[config.mk]
export PLATFORM = sky130hd
export DESIGN_NAME = orbit_tx_scheduler
export DESIGN_NICKNAME = d
export VERILOG_FILES = /design/src/rtl/orbit_tx_scheduler.sv
export SDC_FILE = /design/constraint.sdc
export NUM_CORES = 1
export LEC_CHECK = 0
export ABC_AREA = 1
export CORE_UTILIZATION = 61
export CTS_CLUSTER_SIZE = 20
export DETAILED_ROUTE_END_ITERATION = 8
export PLACE_DENSITY = 0.8
export RECOVER_POWER = 25
export SLEW_MARGIN = 10
export SYNTH_ARGS = -nofsm -noshare
export SYNTH_HDL_FRONTEND = slang
export SYNTH_SLANG_ARGS = --single-unit
export TNS_END_PERCENT = 5
[constraint.sdc]
create_clock -name clk -period 7.2 [get_ports clk]
set_clock_uncertainty 0.1 [all_clocks]
set_input_delay 0.72 -clock clk [delete_from_list [all_inputs] [get_ports clk]]
set_output_delay 0.72 -clock clk [all_outputs]
set_load 0.01 [all_outputs]
[src/rtl/orbit_tx_scheduler.sv]
// Orbit phase counter driving per-channel TX enable windows, with continuous or N-orbit one-shot runs.
// Config is double-buffered: shadows load into active regs in IDLE and at each orbit boundary.
module orbit_tx_scheduler #(
   parameter int CHANNELS  = 4,
   parameter int CNT_WIDTH = 16,
   parameter int ORB_WIDTH = 8
) (
   input  logic                 clk,
   input  logic                 reset,
   input  logic                 cntr_enable,
   input  logic                 mode_oneshot,
   input  logic [ORB_WIDTH-1:0] num_orbits,
   input  logic                 cfg_wr,
   input  logic [4:0]           cfg_sel,
   input  logic [CNT_WIDTH-1:0] cfg_offset,
   input  logic [CNT_WIDTH-1:0] cfg_len,
   output logic [CHANNELS-1:0]  tx_enable,
   output logic                 orbit_tick,
   output logic [CNT_WIDTH-1:0] phase,
   output logic [ORB_WIDTH-1:0] orbit_count,
   output logic                 busy
);

   typedef enum logic [1:0] {IDLE, RUN, DRAIN} state_t;

   state_t                 state_q, state_d;
   logic [CNT_WIDTH-1:0]   phase_q, phase_d;
   logic [ORB_WIDTH-1:0]   orb_q, orb_d;
   logic                   oneshot_q, oneshot_d;
   logic [ORB_WIDTH-1:0]   num_q, num_d;
   logic [CHANNELS-1:0]    tx_q, tx_d;
   logic                   tick_q, tick_d;
   logic                   busy_q, busy_d;

   logic [CNT_WIDTH-1:0]   sh_per_q, act_per_q, nx_per;
   logic [CNT_WIDTH-1:0]   sh_off_q  [CHANNELS];
   logic [CNT_WIDTH-1:0]   sh_len_q  [CHANNELS];
   logic [CNT_WIDTH-1:0]   act_off_q [CHANNELS];
   logic [CNT_WIDTH-1:0]   act_len_q [CHANNELS];
   logic [CNT_WIDTH-1:0]   nx_off    [CHANNELS];
   logic [CNT_WIDTH-1:0]   nx_len    [CHANNELS];

   logic [CNT_WIDTH-1:0]   per_act, per_nx;
   logic                   boundary, load, run_nx;

   always_comb begin
      per_act  = (act_per_q < CNT_WIDTH'(2)) ? CNT_WIDTH'(2) : act_per_q;
      boundary = (state_q != IDLE) && (phase_q == per_act - CNT_WIDTH'(1));
      load     = (state_q == IDLE) || boundary;
      // Outputs are registered, so the next cycle's window must use the config it will see.
      nx_per   = load ? sh_per_q : act_per_q;
      per_nx   = (nx_per < CNT_WIDTH'(2)) ? CNT_WIDTH'(2) : nx_per;
      for (int i = 0; i < CHANNELS; i++) begin
         nx_off[i] = load ? sh_off_q[i] : act_off_q[i];
         nx_len[i] = load ? sh_len_q[i] : act_len_q[i];
      end
   end

   always_comb begin
      state_d   = state_q;
      phase_d   = phase_q;
      orb_d     = orb_q;
      oneshot_d = oneshot_q;
      num_d     = num_q;
      case (state_q)
         IDLE: begin
            phase_d = '0;
            if (cntr_enable) begin
               state_d   = RUN;
               orb_d     = '0;
               oneshot_d = mode_oneshot;
               num_d     = (num_orbits == '0) ? ORB_WIDTH'(1) : num_orbits;
            end
         end
         default: begin
            if (boundary) begin
               phase_d = '0;
               orb_d   = orb_q + ORB_WIDTH'(1);
               if (!cntr_enable || (oneshot_q && (orb_d == num_q)))
                  state_d = IDLE;
               else
                  state_d = RUN;
            end else begin
               phase_d = phase_q + CNT_WIDTH'(1);
               state_d = cntr_enable ? RUN : DRAIN;
            end
         end
      endcase

      run_nx = (state_d != IDLE);
      busy_d = run_nx;
      tick_d = run_nx && (phase_d == per_nx - CNT_WIDTH'(1));
      for (int i = 0; i < CHANNELS; i++) begin
         // Window end is summed one bit wider so offset+len never wraps.
         tx_d[i] = run_nx && (nx_off[i] <= phase_d) &&
                   ({1'b0, phase_d} < ({1'b0, nx_off[i]} + {1'b0, nx_len[i]}));
      end
   end

   always_ff @(posedge clk) begin
      if (reset) begin
         state_q   <= IDLE;
         phase_q   <= '0;
         orb_q     <= '0;
         oneshot_q <= 1'b0;
         num_q     <= '0;
         tx_q      <= '0;
         tick_q    <= 1'b0;
         busy_q    <= 1'b0;
         sh_per_q  <= '1;
         act_per_q <= '1;
         for (int i = 0; i < CHANNELS; i++) begin
            sh_off_q[i]  <= '0;
            sh_len_q[i]  <= '0;
            act_off_q[i] <= '0;
            act_len_q[i] <= '0;
         end
      end else begin
         state_q   <= state_d;
         phase_q   <= phase_d;
         orb_q     <= orb_d;
         oneshot_q <= oneshot_d;
         num_q     <= num_d;
         tx_q      <= tx_d;
         tick_q    <= tick_d;
         busy_q    <= busy_d;
         act_per_q <= nx_per;
         if (cfg_wr && (cfg_sel == 5'd31))
            sh_per_q <= cfg_offset;
         for (int i = 0; i < CHANNELS; i++) begin
            act_off_q[i] <= nx_off[i];
            act_len_q[i] <= nx_len[i];
            if (cfg_wr && (cfg_sel == 5'(i))) begin
               sh_off_q[i] <= cfg_offset;
               sh_len_q[i] <= cfg_len;
            end
         end
      end
   end

   assign tx_enable   = tx_q;
   assign orbit_tick  = tick_q;
   assign phase       = phase_q;
   assign orbit_count = orb_q;
   assign busy        = busy_q;

endmodule

**Word level (Yosys, flattened, before mapping)**

Memories as Yosys holds them, arrays and structs flattened.
Cells that the tools add are included.
Widths: inputs -> output; s select.

- Output and inout port bits: 30
- Memories kept: 4
- Memory bits (read-only): 0
- Bits in latches: 0
- Input bits: 50
- Memory bits (writable): 256
- Word-level logic and storage cells: 136
- Register bits: 73

Memories:

| name | depth | width | read ports | clocked after Yosys merged registers in | wr ports | RTL line | source |
|---|---|---|---|---|---|---|---|
| act_len_q | 4 | 16 | 4 | 0 | 4 | 39 | `logic [CNT_WIDTH-1:0] act_len_q [CHANNELS];` |
| act_off_q | 4 | 16 | 4 | 0 | 4 | 38 | `logic [CNT_WIDTH-1:0] act_off_q [CHANNELS];` |
| sh_len_q | 4 | 16 | 4 | 0 | 4 | 37 | `logic [CNT_WIDTH-1:0] sh_len_q [CHANNELS];` |
| sh_off_q | 4 | 16 | 4 | 0 | 4 | 36 | `logic [CNT_WIDTH-1:0] sh_off_q [CHANNELS];` |

- Reductions and logical operators: 27
- Order comparisons: 10
- $mul: 0
- Mux-type cells: 53
- Divide/modulo/power cells: 0
- Shift operators: 0
- $add $sub $neg: 8
- Eq/ne operators: 8
- Bitwise gates (word level): 16

Operators with widths:

| operator | number |
|---|---|
| $mux 16 | 29 |
| $add 16x16->17 | 4 |
| $lt 16x17->1 | 4 |
| $le 16x16->1 | 4 |
| $eq 16x16->1 | 2 |
| $lt 16x2->1 const B | 2 |
| $mux 8 | 4 |
| $sub 16x1->16 const B | 2 |
| $add 16x1->16 const B | 1 |
| $logic_and 1x1->1 | 16 |
| $mux 1 | 16 |
| $or 1x1->1 | 16 |
| $eq 5x2->1 const B | 2 |
| $add 8x1->8 const B | 1 |
| $eq 8x8->1 | 1 |
| $logic_not 8->1 | 1 |
| $mux 2 | 4 |
| $reduce_bool 2->1 | 3 |
| $eq 5x1->1 const B | 1 |
| $eq 5x5->1 const B | 1 |
| $logic_not 5->1 | 1 |
| $reduce_and 2->1 | 2 |
| $logic_not 2->1 | 1 |
| $logic_or 1x1->1 | 2 |
| 2 further kinds | 2 |

**Logic depth before layout (Yosys ltp)**

Gate-level depths: netlist of the first run.

- Depth in word-level cells: 12
- Depth in mapped cells: 45
- Depth with buffers taken out: 43

**Least setup slack after synthesis of the first run**

Ideal clock, no wire load.

- Kind: reg2reg
- Start point: register act_per_q[4]
- End point: register tx_q[3] (netlist: tx_enable[3])
- Setup time: 0.070 ns
- Stages on the path, launching flop included: 44
- Period minus slack after synthesis: 5.812 ns
- Path slack: 1.388 ns
- Buffers on the path: 2
- Data required time: 7.030 ns
- Arrival time: 5.642 ns
- Cells stage by stage: dfxtp_1 -> nor2_2 -> nand2_1 -> nor2_2 -> nand2_4 -> nand2_2 -> ha_1 -> nand2_1 -> nor2_1 -> nand2_1 -> xor2_1 -> nand4_1 -> nor2_2 -> nand3_4 -> nand2_8 -> inv_1 -> buf_2 -> clkbuf_1 -> [... 8 more ...] -> o21ai_0 -> a21oi_1 -> o21bai_1 -> a21oi_1 -> o21bai_1 -> a21oi_1 -> o21bai_1 -> xor2_1 -> ha_1 -> nand2_1 -> nor2_1 -> a211oi_1 -> o21ai_0 -> nand3_1 -> nand2_1 -> a21oi_1 -> nor2_1 -> a21oi_1

RTL lines:

| what | RTL line | source |
|---|---|---|
| from (decl) | 35 | `logic [CNT_WIDTH-1:0] sh_per_q, act_per_q, nx_per;` |
| from (signal assigned) | 127 | `act_per_q <= nx_per;` |
| to (signal assigned) | 124 | `tx_q <= tx_d;` |
| to (decl) | 31 | `logic [CHANNELS-1:0] tx_q, tx_d;` |

==> flow_metrics.py, run 1 <==
metrics = {
    "outcome": {
        "status": "finished, violations left",
        "violations": "DRC, capacitance limit, slew limit",
    },
    "routing": {
        "vias": 16320,
        "top_layer": "met4",
        "first_pass_iters": 7,
        "drt_wl_total_um": 51910,
        "antenna_left": 0,
        "dr_wl_met3_um": 3204,
        "met2WireLength_um": 24720,
        "wl_per_cell_um": 18.03,
        "drt-vias-per-instance": 5.668,
        "wl_met1_um": 22000,
        "drt_iter0_markers": 1505,
        "drc": 7,
    },
    "timing": {
        "period_needed_ps": 6544,
        "slew_violations": 112,
        "tightest_slew_ps": 2343,
        "finalHoldViolCount": 0,
        "rsz0062_at_grt": "false",
        "setup_viol": 0,
        "fin_crit_sh_pct": 90.88,
        "fin_tns_setup_ps": 0,
        "fmax_mhz": 152.8,
        "timing.max_slew.rel_slack_pct": -56.20,
        "setup_ws_ps": 656.3,
    },
    "logic_synthesis": {
        "synth_cell_types": 56,
        "synth-simple-area-share_pct": 21.82,
        "ys.flop_type": "dfxtp_1",
        "netlist_area_um2": 19270,
        "seq_area_frac_synth_pct": 40.82,
        "synth_top_area_share_pct": 20.88,
        "yosys_warnings": 0,
        "syn-num-nets": 2636,
        "syn_area_per_cell_um2": 8.064,
        "synthCells": 2390,
        "synth-xor-area-share_pct": 4.486,
        "synth_mux_area_share_pct": 0,
        "synth_compound_area_share_pct": 10.98,
        "synth_adder_area_share_pct": 12.88,
        "synth_edf_count": 128,
        "netlist_top_cells_count": "372 x inv_1, 361 x nor2_1, 315 x nand2_1",
        "synth_most_common_cell": "inv_1",
        "synth_top_area_cell": "dfxtp_1",
        "synth_top_family_by_area": "simple AND/OR/NAND/NOR gates",
        "synth.area.top_cells": "dfxtp_1 21%, edfxtp_1 20%, ha_1 12%",
        "synth-async-reset-ratio_pct": 0,
        "ys_ff_latch": 329,
    },
    "critical_path": {
        "start_kind": "register",
        "cp_common_cell": "a21oi_1",
        "crit_slowest_cell": "buf_12",
        "worstSetupPathType": "register to register",
        "critPathMaxFanout": 142,
        "worst-endpoint-required_ps": 7540,
        "max_stage_delay_ps": 430,
        "critPathBufInv": 2,
        "crit_family": "compound AO/OA/AOI/OAI gates",
        "cp-end-kind": "register",
        "crit_arrival_ps": 6890,
    },
    "floorplanning": {
        "rows": 64,
        "start_util_pct": 62.51,
        "die_w_um": 179.7,
        "dieArea_um2": 32310,
        "core_area_um2": 30830,
        "ios": 80,
        "die_y_um": 179.7,
    },
    "power_and_ir_drop": {
        "p_total_mw": 4.947,
        "p_leak_nw": 10.28,
        "ir_drop_mv": 0.2173,
        "powerDensity_nw_per_um2": 228.6,
    },
    "run": {
        "drv_cap": 4,
    },
    "worst_hold_path": {
        "worstHoldPathType": "register to register",
    },
    "clock_network": {
        "cts_buffers": 36,
        "cts_tree": "done",
        "htree_levels": 2,
        "clkTransAtPathRegs_ps": 60,
        "cts_buffer_depth": 3,
        "postCtsSetupBuffers": 0,
        "clkLatencyLatePin_ps": 520,
        "cts_sinks": 329,
        "clockRootBuffer": "clkbuf_16",
        "cts_hold_buf": 0,
        "cts_resized": 0,
    },
    "layout": {
        "num_antenna_cells": 0,
        "nets": 2703,
        "layout-drive-gt1-share_pct": 7.169,
        "fin_util_pct": 70.20,
        "stdcell_count": 2879,
        "area_growth_pct": 12.30,
    },
    "grt": {
        "antenna_found_initial": 0,
        "overflow": 0,
        "grt_pass1_wl_um": 82590,
        "grt_pass1_vias": 15950,
        "grt_max_degree": 143,
        "grt_use_total_pct": 32.40,
    },
    "placed_design": {
        "place.gp.congestion": 0.9194,
        "place_hpwl_um": 38220,
        "numPortBuffers": 79,
        "place_ws_ps": 762.1,
        "dp.cells": 2815,
    },
}
placed cells by master, fill, tap and decap left out, types with 5 or more instances in the layout:
| cell type | count |
|---|---|
| a211oi_1 | 5 |
| clkinv_1 | 7 |
| a221oi_1 | 5 |
| or2_2 | 53 |
| a21oi_1 | 124 |
| o21ai_1 | 6 |
| nor2_1 | 361 |
| nand3b_1 | 6 |
| clkbuf_16 | 37 |
| dlygate4sd3_1 | 31 |
| nand4_1 | 31 |
| nor3_1 | 14 |
| nand2_4 | 7 |
| o21ai_0 | 159 |
| inv_2 | 6 |
| clkdlybuf4s50_1 | 47 |
| clkbuf_1 | 11 |
| xnor2_1 | 33 |
| edfxtp_1 | 128 |
| or2_0 | 28 |
| dfxtp_1 | 201 |
| nand2_2 | 7 |
| nand3_1 | 85 |
| xor2_1 | 63 |
| ha_1 | 192 |
| buf_4 | 21 |
| nor2_2 | 14 |
| o221ai_1 | 5 |
| inv_1 | 370 |
| nand2_1 | 315 |
| o21bai_1 | 30 |
| o211ai_1 | 19 |
power breakdown:
group | leakage, nW | switching, mW | total [mW] | internal (mW)
Clock | 0.571 | 0.759 | 1.88 | 1.12
Sequential | 2.88 | 0.0308 | 2.07 | 2.04
Combinational | 6.83 | 0.624 | 1.00 | 0.378
final timing paths:
kind                     start           end  slack, ps  depth (start not counted)
setup / recovery  act_per_q[4]  tx_enable[3]        660                         40
hold / removal     sh_per_q[3]   sh_per_q[3]        380                          2
setup reg to reg  act_per_q[4]  tx_enable[3]        660                         40
hold reg to reg    sh_per_q[3]   sh_per_q[3]        380                          2
registers in the layout, summed over array words and instances, names as in the netlist, 2 cells and up:
signal / flops
orbit_count: 8
num_q: 8
state_q: 2
sh_off_q: 64
act_len_q: 64
sh_per_q: 16
act_off_q: 64
phase: 16
act_per_q: 16
tx_enable: 4
sh_len_q: 64
stage by stage:
step	area [um^2]	hold WS [ps]
detailed placement	20480	363.0
finish	21640	376.0
global route	21640	405.9
global placement	20480	359.6
floorplan	19270	343.0
CTS	21660	378.2
worst reg2reg max path: cells and delay by family, from the launching register on:
family                   cells  cell delay (ps)
AND/OR/NAND/NOR             19             2090
buffers and inverters        2              540
flip-flops                   1              350
adder cells (fa/ha/maj)      4              890
XOR/XNOR                     2              320
AO/OA/AOI/OAI               13             2160
cells by family (layout without fill, tap and decap cells):
logic type | Yosys count | after routing
simple gates | 941 | 941
buf+inv | 452 | 545
flops | 329 | 329
compound gates | 375 | 375
xor+xnor | 97 | 97
fa+ha+maj | 196 | 196
per-layer routing:
layer,up-vias,global-route usage (%)
li1,7896,-
met4,0,12.24
met3,131,3.890
met1,7746,41.90
met5,-,0
met2,545,55.60
layout make-up:
cell class	instances	area, um^2
Multi-Input combinational cell	1609	9711
Inverter	378	1419
Sequential cell	329	7868
Fill cell	2469	9188
Timing Repair Buffer	103	969.7
Clock inverter	16	182.7
Tap cell	396	495.5
Clock buffer	48	997.2
(Power assumes the default switching activity.)
==> run 2: changes to the inputs <==
--- a/config.mk
+++ b/config.mk
@@ -6,13 +6,14 @@
 export NUM_CORES = 1
 export LEC_CHECK = 0
 export ABC_AREA = 1
-export CORE_UTILIZATION = 61
+export CELL_PAD_IN_SITES_DETAIL_PLACEMENT = 1
+export CELL_PAD_IN_SITES_GLOBAL_PLACEMENT = 1
+export CORE_UTILIZATION = 47
 export CTS_CLUSTER_SIZE = 20
 export DETAILED_ROUTE_END_ITERATION = 8
-export PLACE_DENSITY = 0.8
+export PLACE_DENSITY_LB_ADDON = 0.1
 export RECOVER_POWER = 25
 export SLEW_MARGIN = 10
 export SYNTH_ARGS = -nofsm -noshare
 export SYNTH_HDL_FRONTEND = slang
 export SYNTH_SLANG_ARGS = --single-unit
-export TNS_END_PERCENT = 5
==> run 2 against run 1 <==
Effect of this change: the flow finishes with violations (capacitance limit, slew limit); flip-flop and latch count stayed put; clock power is 5% higher; global-route usage decreased by 0.91 points; combinational power rose by 8%; non-clock buffer count increased by 2; worst hold slack gained 16 ps; critical path type unchanged; register-to-register slack got worse by 90 ps.
==> flow_metrics.py, run 2 (same netlist as run 1, synthesis figures left out) <==
metrics = {
    "outcome": {
        "status": "finished, violations left",
        "violations": "capacitance limit, slew limit",
    },
    "grt": {
        "antenna_found_initial": 2,
        "grt_use_total_pct": 31.49,
        "overflow": 0,
        "grt_pass1_wl_um": 99230,
        "grt_max_degree": 87,
        "grt_pass1_vias": 17230,
    },
    "critical_path": {
        "crit_family": "simple AND/OR/NAND/NOR gates",
        "worstSetupPathType": "register to register",
        "cp_common_cell": "a21oi_1",
        "crit_start": "act_per_q[8]",
        "timing.rr.end": "tx_enable[2]",
        "worst-endpoint-required_ps": 7550,
        "r2r_setup_slack_ps": 570,
        "endpoint": "tx_enable[2]",
        "max_stage_delay_ps": 410,
        "rr_startpoint": "act_per_q[8]",
        "path_depth": 39,
        "cp-end-kind": "register",
        "critPathBufInv": 2,
        "start_kind": "register",
        "crit_arrival_ps": 6980,
        "crit_slowest_cell": "fa_1",
        "critPathMaxFanout": 11,
        "reg2reg_depth": 39,
    },
    "timing": {
        "fin_crit_sh_pct": 92.09,
        "setup_viol": 0,
        "period_needed_ps": 6631,
        "slew_violations": 165,
        "setup_ws_ps": 569.4,
        "finalHoldViolCount": 0,
        "tightest_slew_ps": 2767,
        "fmax_mhz": 150.8,
        "timing.max_slew.rel_slack_pct": -84.44,
    },
    "routing": {
        "wl_per_cell_um": 21.29,
        "drt-vias-per-instance": 5.465,
        "drt_wl_total_um": 64250,
        "vias": 16490,
        "drt_iter0_markers": 991,
        "first_pass_iters": 7,
        "drc": 0,
        "antenna_left": 0,
    },
    "clock_network": {
        "cts_sinks": 329,
        "clockRootBuffer": "clkbuf_16",
        "clkLatencyLatePin_ps": 560,
        "cts_buffers": 39,
        "clkTransAtPathRegs_ps": 60,
        "cts_hold_buf": 0,
        "cts_tree": "done",
        "htree_levels": 2,
        "cts_buffer_depth": 3,
    },
    "floorplanning": {
        "start_util_pct": 48.06,
        "dieArea_um2": 41820,
        "ios": 80,
        "core_area_um2": 40100,
        "die_y_um": 204.5,
        "rows": 73,
        "die_w_um": 204.5,
    },
    "layout": {
        "layout-drive-gt1-share_pct": 7.862,
        "nets": 2708,
        "num_antenna_cells": 0,
        "final_cell_mix": "370 x inv_1, 361 x nor2_1, 315 x nand2_1, 201 x dfxtp_1, 192 x ha_1",
        "fill_cells": 4897,
        "design_area_um2": 21970,
        "area_growth_pct": 14.00,
        "multiInputGateArea_um2": 9771,
        "register_area_um2": 7868,
        "layout_commonest_cell": "inv_1",
    },
    "placed_design": {
        "place_ws_ps": 318.1,
        "dpl_cell_area_um2": 20650,
        "place_hpwl_um": 46820,
        "place.gp.congestion": 0.9122,
        "numPortBuffers": 79,
    },
    "power_and_ir_drop": {
        "pwr-share-comb_pct": 21.0,
        "p_leak_nw": 10.30,
        "ir_drop_mv": 0.1863,
        "clock_power_share_pct": 38.5,
        "p_switching_mw": 1.537,
        "pwr-share-seq_pct": 40.5,
        "internal_power_mw": 3.585,
        "sw_frac_of_total_pct": 30.01,
        "powerDensity_nw_per_um2": 233.1,
    },
    "worst_hold_path": {
        "worstHoldPathType": "register to register",
    },
    "run": {
        "drv_cap": 5,
    },
}
run 2: cell count changes in the layout (fill, tap and decap cells not counted), moves of 3 or more:
cell / before / now
clkinv_2: 4 / 9
o21ai_1: 6 / 11
clkdlybuf4s50_1: 47 / 62
clkbuf_1: 11 / 17
o21ai_0: 159 / 149
o21ai_2: 0 / 4
clkbuf_16: 37 / 40
dlygate4sd3_1: 31 / 16
a21oi_2: 1 / 5
a21oi_1: 124 / 120
run 2: power groups by stage:
stage,Combinational (mW),Clock (mW),Sequential (mW)
floorplan,0.724,0,2.10
global placement,0.991,0,2.10
detailed placement,1.05,0,2.11
CTS,1.06,2.01,2.07
global route,1.20,2.07,2.08
finish,1.08,1.97,2.07
run 2: stage by stage:
stage	total power, mW	utilization (%)	hold slack, ps	cells	TNS, ps
after floorplan	2.823	-	343.0	2390	0
after global placement	3.095	51.49	357.6	2944	0
after detailed placement	3.156	51.49	375.7	2944	0
after CTS	5.141	54.63	389.3	3016	0
after global routing	5.359	54.79	428.1	3018	-6.092
final	5.122	54.79	391.8	3018	0
run 2: worst min-delay path, cell delays in order, from the launching register on:
cell and delay (ps):
dfxtp_1 330, nand2_1 60, o211ai_1 70
run 2: how the worst min path moves through the flow:
stage	cells past startpoint	start	endpoint	slack [ps]
after floorplan	2	num_q[6]	num_q[6]	340
after global placement	2	sh_per_q[10]	sh_per_q[10]	360
after detailed placement	2	sh_per_q[2]	sh_per_q[2]	380
after CTS	2	sh_per_q[2]	sh_per_q[2]	390
after global routing	2	orbit_count[6]	orbit_count[6]	430
final	2	sh_per_q[2]	sh_per_q[2]	390
run 2: layer usage:
metal | up-vias | global-route usage, % | share of wire (%)
met5 | - | 0 | 0.025
met3 | 119 | 3.373 | 3.8
met2 | 331 | 54.06 | 48
met4 | 2 | 11.99 | 3.5
met1 | 8140 | 40.58 | 44
li1 | 7900 | - | -
run 2: repair_timing:
item	in CTS	in global routing
setup buffers	0	2
setup endpoints to repair	0	4
gates resized for setup	0	26
run 2: layout make-up:
type,instances,area share (%)
Clock buffer,54,4.886
Clock inverter,18,0.8429
Inverter,378,6.458
Multi-Input combinational cell,1609,44.47
Sequential cell,329,35.81
Tap cell,525,2.990
Timing Repair Buffer,105,4.539
==> run 3: changes to the inputs <==
--- a/config.mk
+++ b/config.mk
@@ -11,6 +11,7 @@
 export CORE_UTILIZATION = 47
 export CTS_CLUSTER_SIZE = 20
 export DETAILED_ROUTE_END_ITERATION = 8
+export GPL_ROUTABILITY_DRIVEN = 0
 export PLACE_DENSITY_LB_ADDON = 0.1
 export RECOVER_POWER = 25
 export SLEW_MARGIN = 10
==> run 3 against run 2 <==
Effect of this change: the run still ends with capacitance limit, slew limit left; core utilization increased by 0.13 points; non-clock buffer count increased by 2; combinational power about the same; global-route usage decreased by 0.34 points; via count increased by 0.70%; worst hold slack got worse by 12 ps; sequential power about the same; flip-flop and latch count unchanged; routed wire length about the same; die area unchanged; register-to-register slack got worse by 180 ps; critical path depth increased by 2; critical endpoint is now tx_enable[3].
==> flow_metrics.py, run 3 (same netlist as run 1, synthesis figures left out) <==
metrics = {
    "floorplanning": {
        "core_area_um2": 40100,
        "die_y_um": 204.5,
        "rows": 73,
        "start_util_pct": 48.06,
        "die_w_um": 204.5,
        "dieArea_um2": 41820,
        "ios": 80,
    },
    "layout": {
        "fin_util_pct": 54.92,
        "register_area_um2": 7868,
        "num_antenna_cells": 0,
        "layout-drive-gt1-share_pct": 7.692,
        "multiInputGateArea_um2": 9754,
        "fill_cells": 4875,
        "final_cell_mix": "370 x inv_1, 360 x nor2_1, 315 x nand2_1, 201 x dfxtp_1, 192 x ha_1",
        "layout_commonest_cell": "inv_1",
        "area_growth_pct": 14.26,
        "nets": 2711,
    },
    "power_and_ir_drop": {
        "ir_drop_mv": 0.1972,
        "p_leak_nw": 10.36,
        "p_total_mw": 5.183,
        "powerDensity_nw_per_um2": 235.4,
    },
    "routing": {
        "vias": 16610,
        "first_pass_iters": 5,
        "drt-vias-per-instance": 5.497,
        "drc": 0,
        "drt_wl_total_um": 64310,
        "drt_iter0_markers": 882,
        "antenna_left": 0,
        "wl_per_cell_um": 21.29,
    },
    "critical_path": {
        "reg2reg_depth": 41,
        "crit_arrival_ps": 7210,
        "max_stage_delay_ps": 420,
        "cp_common_cell": "nand2_1",
        "timing.rr.end": "tx_enable[3]",
        "critPathBufInv": 2,
        "worstSetupPathType": "register to register",
        "rr_startpoint": "act_per_q[7]",
        "crit_slowest_cell": "fa_1",
        "worst-endpoint-required_ps": 7590,
        "crit_family": "simple AND/OR/NAND/NOR gates",
        "cp-end-kind": "register",
        "critPathMaxFanout": 11,
        "r2r_setup_slack_ps": 390,
        "start_kind": "register",
    },
    "clock_network": {
        "clockRootBuffer": "clkbuf_16",
        "cts_buffers": 40,
        "clkTransAtPathRegs_ps": 60,
        "htree_levels": 2,
        "clkLatencyLatePin_ps": 570,
        "cts_tree": "done",
        "cts_sinks": 329,
        "cts_buffer_depth": 3,
        "cts_hold_buf": 0,
    },
    "worst_hold_path": {
        "worstHoldPathType": "register to register",
        "min_to": "sh_per_q[13]",
        "whs_path_depth": 2,
        "hp-start": "sh_per_q[13]",
    },
    "timing": {
        "timing.max_slew.rel_slack_pct": -84.09,
        "fin_tns_setup_ps": 0,
        "fin_crit_sh_pct": 94.60,
        "finalHoldViolCount": 0,
        "setup_ws_ps": 388.6,
        "tightest_slew_ps": 2761,
        "setup_viol": 0,
        "slew_violations": 333,
        "period_needed_ps": 6811,
        "fmax_mhz": 146.8,
    },
    "outcome": {
        "status": "finished, violations left",
        "violations": "capacitance limit, slew limit",
    },
    "grt": {
        "overflow": 0,
        "grt_use_total_pct": 31.16,
        "grt_pass1_wl_um": 98190,
        "antenna_found_initial": 0,
        "grt_max_degree": 140,
        "grt_pass1_vias": 17590,
    },
    "placed_design": {
        "place_hpwl_um": 46220,
        "place_ws_ps": 474.3,
        "numPortBuffers": 79,
    },
    "run": {
        "drv_cap": 9,
    },
}
==> run 3: cell count changes in the layout (fill, tap and decap cells not counted), moves of 2 or more <==
cell             before  now
clkdlybuf4s50_1      62   54
dlygate4sd3_1        16   24
o21ai_0             149  157
o21ai_1              11    7
o21ai_2               4    0
buf_4                20   17
clkbuf_8              2    5
clkbuf_1             17   19
clkbuf_16            40   42
clkinv_2              9    7
inv_6                 1    3
==> run 3: how the worst max path moves through the flow <==
stage,start,cells after the start,to,slack (ps)
final,act_per_q[7],41,tx_enable[3],390
after global routing,act_per_q[7],39,tx_enable[1],-80
after CTS,act_per_q[4],41,tx_enable[3],380
after detailed placement,act_per_q[4],39,tx_enable[1],470
after global placement,act_per_q[4],41,tx_enable[3],780
after floorplan,act_per_q[4],43,tx_enable[3],1390
==> run 3: power by group <==
group	internal (mW)	switching, mW
Combinational	0.388	0.682
Sequential	2.04	0.0343
Clock	1.21	0.830
Total	3.64	1.55
==> run 3: per-layer routing <==
metal	GRT usage (%)	wire, um	vias to the layer above
li1	-	-	7902
met1	39.03	28000	8214
met2	53.44	30940	355
met3	4.438	2748	134
met4	12.82	2564	2
met5	0.9524	50	-
==> run 3: through the flow <==
step / hold slack (ps) / instances / cell area [um^2]
6_report: 380.2 / 3021 / 22020
5_1_grt: 412.3 / 3021 / 22020
4_1_cts: 381.0 / 3018 / 21970
3_5_place_dp: 366.3 / 2945 / 20670
3_3_place_gp: 359.6 / 2945 / 20670
2_1_floorplan: 343.0 / 2390 / 19270
==> run 3: final cells by class <==
type | instances | area share (%)
Multi-Input combinational cell | 1609 | 44.30
Sequential cell | 329 | 35.73
Inverter | 378 | 6.443
Clock buffer | 56 | 5.142
Timing Repair Buffer | 107 | 4.608
Tap cell | 525 | 2.983
Clock inverter | 17 | 0.8011
==> run 3: worst reg2reg max path: cells and delay by family, from the launching register on <==
kind / cells / cell delay [ps]
buffers and inverters: 2 / 230
XOR/XNOR: 2 / 340
adder cells (fa/ha/maj): 4 / 1200
AND/OR/NAND/NOR: 20 / 2550
flip-flops: 1 / 370
AO/OA/AOI/OAI: 13 / 1920
==> run 3: repair_timing <==
item	CTS	global route
setup endpoints to repair	0	4
setup buffers	0	2
resized for setup	0	10
==> RTL edit: new RTL, config.mk and constraints of run 2 <==
Reset style: asynchronous (`reset`), changed in one clocked block.
--- a/src/rtl/orbit_tx_scheduler.sv
+++ b/src/rtl/orbit_tx_scheduler.sv
@@ -99,3 +99,3 @@
 
-   always_ff @(posedge clk) begin
+   always_ff @(posedge clk or posedge reset) begin
       if (reset) begin
Formal check against the unedited RTL: differs if reset is asserted again (counterexample within 4 cycles, from zero or initial values and one cycle with reset high); with reset held inactive, the same outputs for 4 cycles.
==> RTL edit against run 2 <==
The run still ends with max-capacitance violations, max-slew violations left. Final cell count fell by 5.4%. Worst setup slack gained 0.084 ns. Via count decreased by 5.2%. First-iteration DRC count fell by 21%. Sequential cell count stayed put. Hold slack got worse by 0.018 ns. Design area decreased by 2.1%. Area after synthesis down 2.5%. Routed wire length down 10%. Fmax increased by 1.3%. Critical path type unchanged. Critical endpoint is now tx_enable[3]$_DFF_PP0_.
Power is not compared: it rests on default switching activity, and its combinational part moved more than twofold at a synthesized area within 25%.
==> RTL edit: results (changes against run 2) <==
HPWL Detailed 42.8 mm (was 46.8 mm); ANT cells 1 (was 0); MaxCap Viol Count 4 (was 5); average size of a mapped cell 8.42 um^2 (was 8.06 um^2); FF-to-FF Start act_per_q[6]$_DFF_PP1_ (was act_per_q[8]$_SDFF_PP1_); status complete, but fails checks (unchanged); Setup crit end tx_enable[3]$_DFF_PP0_ (was tx_enable[2]$_SDFF_PP0_); xor/xnor cell area share of the yosys netlist 0.0480 (was 0.0449); multi-input gate share of total cell area 0.448 (was 0.445); tap cells 518 (was 525); FFs w/ async S/R, synth 1.00 (was 0); Worst-Margin Slew 3.15 ns (was 2.77 ns); WP data arrival 6.95 ns (was 6.98 ns); Avg Vias per Cell 5.48 (was 5.46); vias in the first global route 16800 (was 17200); DR WL met3 2.32 mm (was 2.43 mm); Placer Congestion 0.927 (was 0.912); router iterations before antenna repair 4 (was 7); layout cells sized above 1 0.0797 (was 0.0786); sequential area share after synthesis 0.440 (was 0.408); adder-cell share of the synthesized area 0.132 (was 0.129); non-clk buf share 0.0451 (was 0.0454); Final nets 2557 (was 2708); violated checks max-capacitance violations, max-slew violations (unchanged); Clock buffers and inverters, area share 0.0602 (was 0.0573); global-route wire length before repair 91.9 mm (was 99.2 mm); Final Slew Violations 296 (was 165); GRT Total Usage 0.291 (was 0.315); post-synth cell types 46 (was 56)
-- RTL edit: cell types whose count changed after synthesis, moves of 11 or more --
cell	before	now
dfxtp_1	201	0
nor2_1	361	83
nand2_1	315	733
dfrtp_1	0	297
or2_2	53	8
inv_1	372	175
dfstp_2	0	32
or2_0	28	1
o21ai_0	159	171
edfxtp_1	128	0
o211ai_1	19	2
a21oi_1	124	113
nand2_2	7	18
-- RTL edit: metal layers --
metal | vias up | GRT usage
met2 | 250 | 0.480
met4 | 0 | 0.0858
met3 | 90 | 0.0397
met1 | 7823 | 0.400
met5 | - | 0
li1 | 7469 | -
-- RTL edit: power breakdown --
part           switching [W]  total [W]  internal, W
logic                0.00160    0.00252     0.000918
clock network       0.000784    0.00202      0.00124
registers           0.000196    0.00244      0.00224
total                0.00258    0.00698      0.00440
-- RTL edit: logic make-up after synthesis --
group	count (synthesis)
flip-flops	329
adder cells (fa/ha/maj)	196
AND/OR/NAND/NOR	1009
AO/OA/AOI/OAI	351
XOR/XNOR	103
buffers and inverters	242
multiplexers	1
